## src/rtl/prog_timer.sv

```systemverilog
// Programmable tick/timeout counter: configurable width, runtime terminal value,
// up/down direction, periodic or one-shot mode, with a registered wrap pulse.
module prog_timer #(
  parameter int unsigned          WIDTH          = 7,
  parameter logic [WIDTH-1:0]     RESET_TERMINAL = '1
) (
  input  logic             clk_i,
  input  logic             reset_i,
  input  logic             ce_i,
  input  logic             clear_i,
  input  logic             start_i,
  input  logic             load_i,
  input  logic [WIDTH-1:0] load_value_i,
  input  logic [WIDTH-1:0] max_i,
  input  logic             dir_i,
  input  logic             mode_i,
  output logic [WIDTH-1:0] count_o,
  output logic             tc_o,
  output logic             wrap_o,
  output logic             running_o,
  output logic             done_o
);

  typedef enum logic [1:0] {
    S_IDLE = 2'd0,
    S_RUN  = 2'd1,
    S_DONE = 2'd2
  } state_t;

  state_t           state_q, state_d;
  logic [WIDTH-1:0] count_q, count_d;
  logic             wrap_q,  wrap_d;
  logic             tc;

  // Up compare is >= so a load above max_i terminates on the next enabled cycle.
  assign tc = dir_i ? (count_q == '0) : (count_q >= max_i);

  always_comb begin
    state_d = state_q;
    count_d = count_q;
    wrap_d  = 1'b0;
    if (clear_i) begin
      count_d = '0;
      state_d = S_IDLE;
    end else if (load_i) begin
      count_d = load_value_i;
    end else if (start_i) begin
      state_d = S_RUN;
      count_d = dir_i ? max_i : '0;
    end else if (state_q == S_RUN && ce_i) begin
      if (!tc) begin
        count_d = dir_i ? (count_q - 1'b1) : (count_q + 1'b1);
      end else begin
        wrap_d = 1'b1;
        if (mode_i) state_d = S_DONE;
        else        count_d = dir_i ? max_i : '0;
      end
    end
  end

  always_ff @(posedge clk_i or posedge reset_i) begin
    if (reset_i) begin
      state_q <= S_IDLE;
      count_q <= '0;
      wrap_q  <= 1'b0;
    end else begin
      state_q <= state_d;
      count_q <= count_d;
      wrap_q  <= wrap_d;
    end
  end

  assign count_o   = count_q;
  assign tc_o      = tc;
  assign wrap_o    = wrap_q;
  assign running_o = (state_q == S_RUN);
  assign done_o    = (state_q == S_DONE);

endmodule

```

## config.mk

```make
export PLATFORM = sky130hd
export DESIGN_NAME = prog_timer
export DESIGN_NICKNAME = d
export VERILOG_FILES = /design/src/rtl/prog_timer.sv
export SDC_FILE = /design/constraint.sdc
export NUM_CORES = 1
export LEC_CHECK = 0
export BUFFER_PORTS_ARGS = -buffer_cell sky130_fd_sc_hd__clkbuf_2
export CAP_MARGIN = 15
export CORE_MARGIN = 1.5
export CORE_UTILIZATION = 45
export DETAILED_ROUTE_END_ITERATION = 10
export PLACE_DENSITY = 0.74
export SYNTH_ARGS = -nofsm -noshare
export SYNTH_HDL_FRONTEND = slang
export SYNTH_SLANG_ARGS = --single-unit
```

## constraint.sdc

```tcl
create_clock -name clk_i -period 2.3 [get_ports clk_i]
set_clock_uncertainty 0.15 [all_clocks]
set_input_delay 0 -clock clk_i [delete_from_list [all_inputs] [get_ports clk_i]]
set_output_delay 0 -clock clk_i [all_outputs]
set_load 0.02 [all_outputs]
```

## Word-level counts from Yosys, hierarchy flattened

Cells that the tools add are included.

- Bits of input ports: 22
- Bits in registers: 10
- Output and inout bits: 11
- Word-level logic and storage cells: 38

- Eq/ne operators: 4
- Magnitude comparators: 1
- Reduce and logical (&&, ||, !) cells: 8
- Add/subtract/negate cells: 2
- Multiplexer cells: 20

Operators with widths:

| operator | count |
|---|---|
| $mux 7 | 8 |
| $mux 2 | 6 |
| $reduce_bool 3->1 | 3 |
| $add 7x1->7 const B | 1 |
| $ge 7x7->1 | 1 |
| $logic_not 7->1 | 1 |
| $sub 7x1->7 const B | 1 |
| $mux 1 | 6 |
| $ne 5x5->1 const B | 1 |
| $reduce_and 4->1 | 1 |
| $reduce_bool 4->1 | 1 |
| $eq 2x1->1 const B | 1 |
| $eq 2x2->1 const B | 1 |
| $ne 2x2->1 const B | 1 |
| $reduce_and 2->1 | 1 |
| $logic_and 1x1->1 | 1 |

## Longest topological paths before layout

- Depth after elaboration: 7
- Depth in mapped cells: 9
- Mapped depth without buffers: 8

## Worst setup path after synthesis

No wires, ideal clock.

- Path kind: flip-flop to flip-flop
- Start point: reg count_q[0] (netlist: count_o[0])
- End point: reg count_q[0] (netlist: count_o[0])
- Arrival: 2.029 ns
- Data required time: 2.047 ns
- Path buffers: 1
- Setup time: 0.103 ns
- Setup slack: 0.018 ns
- Period minus slack after synthesis: 2.282 ns
- Stages on the path, launching flop included: 9
- Cell sequence: dfrtp_1 > inv_1 > ha_1 > nand2b_4 > a211o_1 > a21oi_4 > o31ai_2 > buf_6 > o41ai_2

- Longest elaborated chain between the ends: 7
- Elaborated cells between the ends (all ways): 13
- Classes of those cells: 2 x add/sub; 1 x order compare; 1 x eq/ne; 7 x mux; 2 x reduce/logical

RTL lines:

| item | RTL line | text |
|---|---|---|
| from (decl) | 31 | `logic [WIDTH-1:0] count_q, count_d;` |
| from (signal assigned) | 68 | `count_q <= count_d;` |
| $add 7x1->7 (tied with other cells) | 52 | `count_d = dir_i ? (count_q - 1'b1) : (count_q + 1'b1);` |
| $mux 7 / $mux 1 (equally long branches) | 52, 36 |  |
| $mux 7 | 51 | `if (!tc) begin` |
| $mux 7 | 50 | `end else if (state_q == S_RUN && ce_i) begin` |
| $mux 7 | 47 | `end else if (start_i) begin` |
| $mux 7 | 45 | `end else if (load_i) begin` |
| $mux 7 | 42 | `if (clear_i) begin` |

Parallel ways exist; a longest one is shown, timed or not. The select of a mux whose other input is x is not followed.
A chain may end at the register's enable or synchronous reset.

## Final worst setup path

Same ends and word-level chain as after synthesis.

==> results_dict.tcl <==
set metrics [dict create \
    clkTransAtPathRegs_ns 0.07 \
    synth_area_leaders "dfrtp_1 23%, ha_1 14%, o41ai_2 4.6%" \
    worst_setup_path_end_kind "register" \
    worst_r2r_endpoint "count_o[0]" \
    worst_setup_path_start_kind "register" \
    grt_overflow 0 \
    violations "negative hold slack" \
    drt-initial-drc-count 19 \
    fin_crit_sh_pct 96.5 \
    netlist_area_um2 1070 \
    r2r_slack_ns 0.08 \
    drt_pass1_iterations 4 \
    yosys.area.top_type "dfrtp_1" \
    worst_ep_arrival_time_ns 2.23 \
    syn_avg_cell_area_um2 9.08 \
    dp_hpwl_um 2350 \
    vdd_drop_max_mv 0.381 \
    r2r_cells 8 \
    synth_edf_count 0 \
    syn-instance-count 118 \
    ys_seq_area_share_pct 23.4 \
    layout_commonest_cell "clkbuf_2" \
    antenna_left 0 \
    synth_cell_types 36 \
    yosys_warnings 0 \
    worst_slew_pin_slew_ns 0.399 \
    p_per_area_nw_per_um2 456 \
    rsz0062_at_grt "false" \
    dp.cells 183 \
    ys_ff_latch 10 \
    crit-reg2reg-launch "count_o[0]" \
    core-area_um2 2230 \
    holdCritStartpoint "max_i[1]" \
    fin_tns_setup_ns 0 \
    dieArea_um2 2680 \
    cp_cell_sequence "inv_2, ha_1, nand2b_4, a211o_1, a21oi_4, o31ai_4, buf_6, o41ai_2" \
    placed_cell_area_um2 1300 \
    routabilityCongestion 0.854 \
    finalNetCount 209 \
    vias 1115 \
    detail_route.wl_per_cell_um 14.9 \
    whs_ns -0.00424 \
    num_rows 17 \
    final_util_pct 66.9 \
    htreeDepth 1 \
    tritoncts.num_buffers 3 \
    cts_tree "yes" \
    grt_pass1_wl_um 4660 \
    maxCapViolations 0 \
    clock_latency_ns 0.27 \
    ios 33 \
    hold_end "count_o[1]" \
    synth.top_cell.area_share_pct 23.4 \
    max_stage_delay_ns 0.42 \
    die_y_um 51.8 \
    cp.required_ns 2.31 \
    initial_core_util_pct 48.0 \
    grt_max_degree 14 \
    final_hold_viol_count 2 \
    grt_pass1_vias 1038 \
    power_leakage_nw 0.755 \
    insertedDiodeCount 0 \
    portBuffers 32 \
    grt_usage_pct 23.3 \
    path_class "reg -> reg" \
    relSlewSlack_pct 73.4 \
    wirelength_um 2970 \
    route.detailed.drc 0 \
    crit_fanout 8 \
    stdcell_count 200 \
    async_reset_ff_share_pct 100 \
    finalSetupViolations 0 \
    fmax_ghz 0.450 \
    slew_viol_final 0 \
    drive_above_1_share_pct 36.0 \
    antenna_found_initial 0 \
    root_buffer "clkbuf_4" \
    period_needed_ns 2.22 \
    clock-sinks 10 \
    hold_path_class "in -> reg" \
    via_per_inst 5.58 \
    crit_start "count_o[0]" \
    cts_buffer_depth 2 \
    design_area_um2 1500 \
    mostFrequentLayoutCells "32 x clkbuf_2, 12 x dlygate4sd3_1, 11 x nand2_1, 11 x ha_1" \
    status "finished, violations left" \
    synthToLayoutAreaGrowth_pct 39.6 \
    synth.net_count 153 \
    die_x_um 51.8 \
    synth_flop_cell "dfrtp_1" \
    min_path_cells 3 \
    cp_slowest_cell "dfrtp_2" \
]
## worst max-delay path: cells and delay by family, from the launching register on
kind                     cells  cell delay, ns
AO/OA/AOI/OAI                4            0.95
adder cells (fa/ha/maj)      1            0.27
buffers and inverters        2            0.20
flip-flops                   1            0.42
AND/OR/NAND/NOR              1            0.13
## worst max path at each step
stage	slack (ns)	endpoint
floorplan	0.02	count_o[0]
global placement	0.09	count_o[0]
detailed placement	0.009	count_o[0]
CTS	0.002	count_o[0]
global route	0.002	count_o[0]
finish	0.08	count_o[0]
## cell type report
cell class              instances  area [um^2]
repair buffers                 55          367
multi-input cells              93          777
fillers                       194          738
clock buffers                   3         22.5
inverters                      11         41.3
flip-flops and latches         10          253
well taps                      28         35.0
## cells in the mapped netlist (2+ instances only)
cell type and instances:
a21oi_1 6, nor2b_1 4, buf_2 2, a21o_1 2
o21bai_1 3, xor2_1 2, o41ai_2 3, buf_6 2
and2_1 2, nand3_1 3, o221ai_1 3, dfrtp_1 10
a22o_1 3, inv_1 11, nor2_1 7, nor3_1 2
a211oi_1 5, ha_1 12, xnor2_1 3, nand2_1 11
a221oi_1 4, o21ai_0 4
## per-stage QoR
step | hold slack, ns | total power, mW | setup slack (ns)
detailed placement | -0.167 | 0.522 | 0.00883
floorplan | -0.310 | 0.420 | 0.0178
global route | 0.000385 | 0.724 | 0.00164
global placement | -0.178 | 0.512 | 0.0945
CTS | 0.0351 | 0.667 | 0.00161
finish | -0.00424 | 0.681 | 0.0796
## repair_timing
| item | in CTS | in global routing |
|---|---|---|
| resized for setup | 0 | 12 |
| setup buffers | 1 | 1 |
| pin swaps | 0 | 5 |
| endpoints found under the hold margin | 20 | 0 |
| setup endpoints to repair | 2 | 7 |
| hold buffers | 12 | 0 |
## state kept, by name, indices dropped and copies added (netlist names)
signal / cells
count_o: 7
state_q: 2
wrap_o: 1
## cells by family after synthesis
kind of cell               Yosys count  synth area share [%]
buffers and inverters               15                  6.89
xor gates and xnor gates             5                  4.09
AOI/OAI and AO/OA                   40                  31.7
adders and majority gates           13                  15.9
DFF                                 10                  23.4
and+or+nand+nor                     34                  17.2
muxes                                1                 0.935
## per-layer routing
layer / global-route usage (%) / part of all wire (%) / wire length [um] / vias to the layer above
met1: 27.2 / 42 / 1240 / 521
met5: 0 / 0 / 0 / -
met4: 4.82 / 2.1 / 63 / 0
li1: - / - / - / 558
met3: 4.60 / 2.9 / 87 / 6
met2: 43.6 / 53 / 1580 / 30
## power by group
part           leakage [nW]  internal, mW  total [mW]  switching, mW
logic                 0.611         0.164       0.348          0.184
clock network        0.0138        0.0606       0.125         0.0646
registers             0.130         0.190       0.209         0.0182
Note: power is estimated with default switching activity, not from simulation.
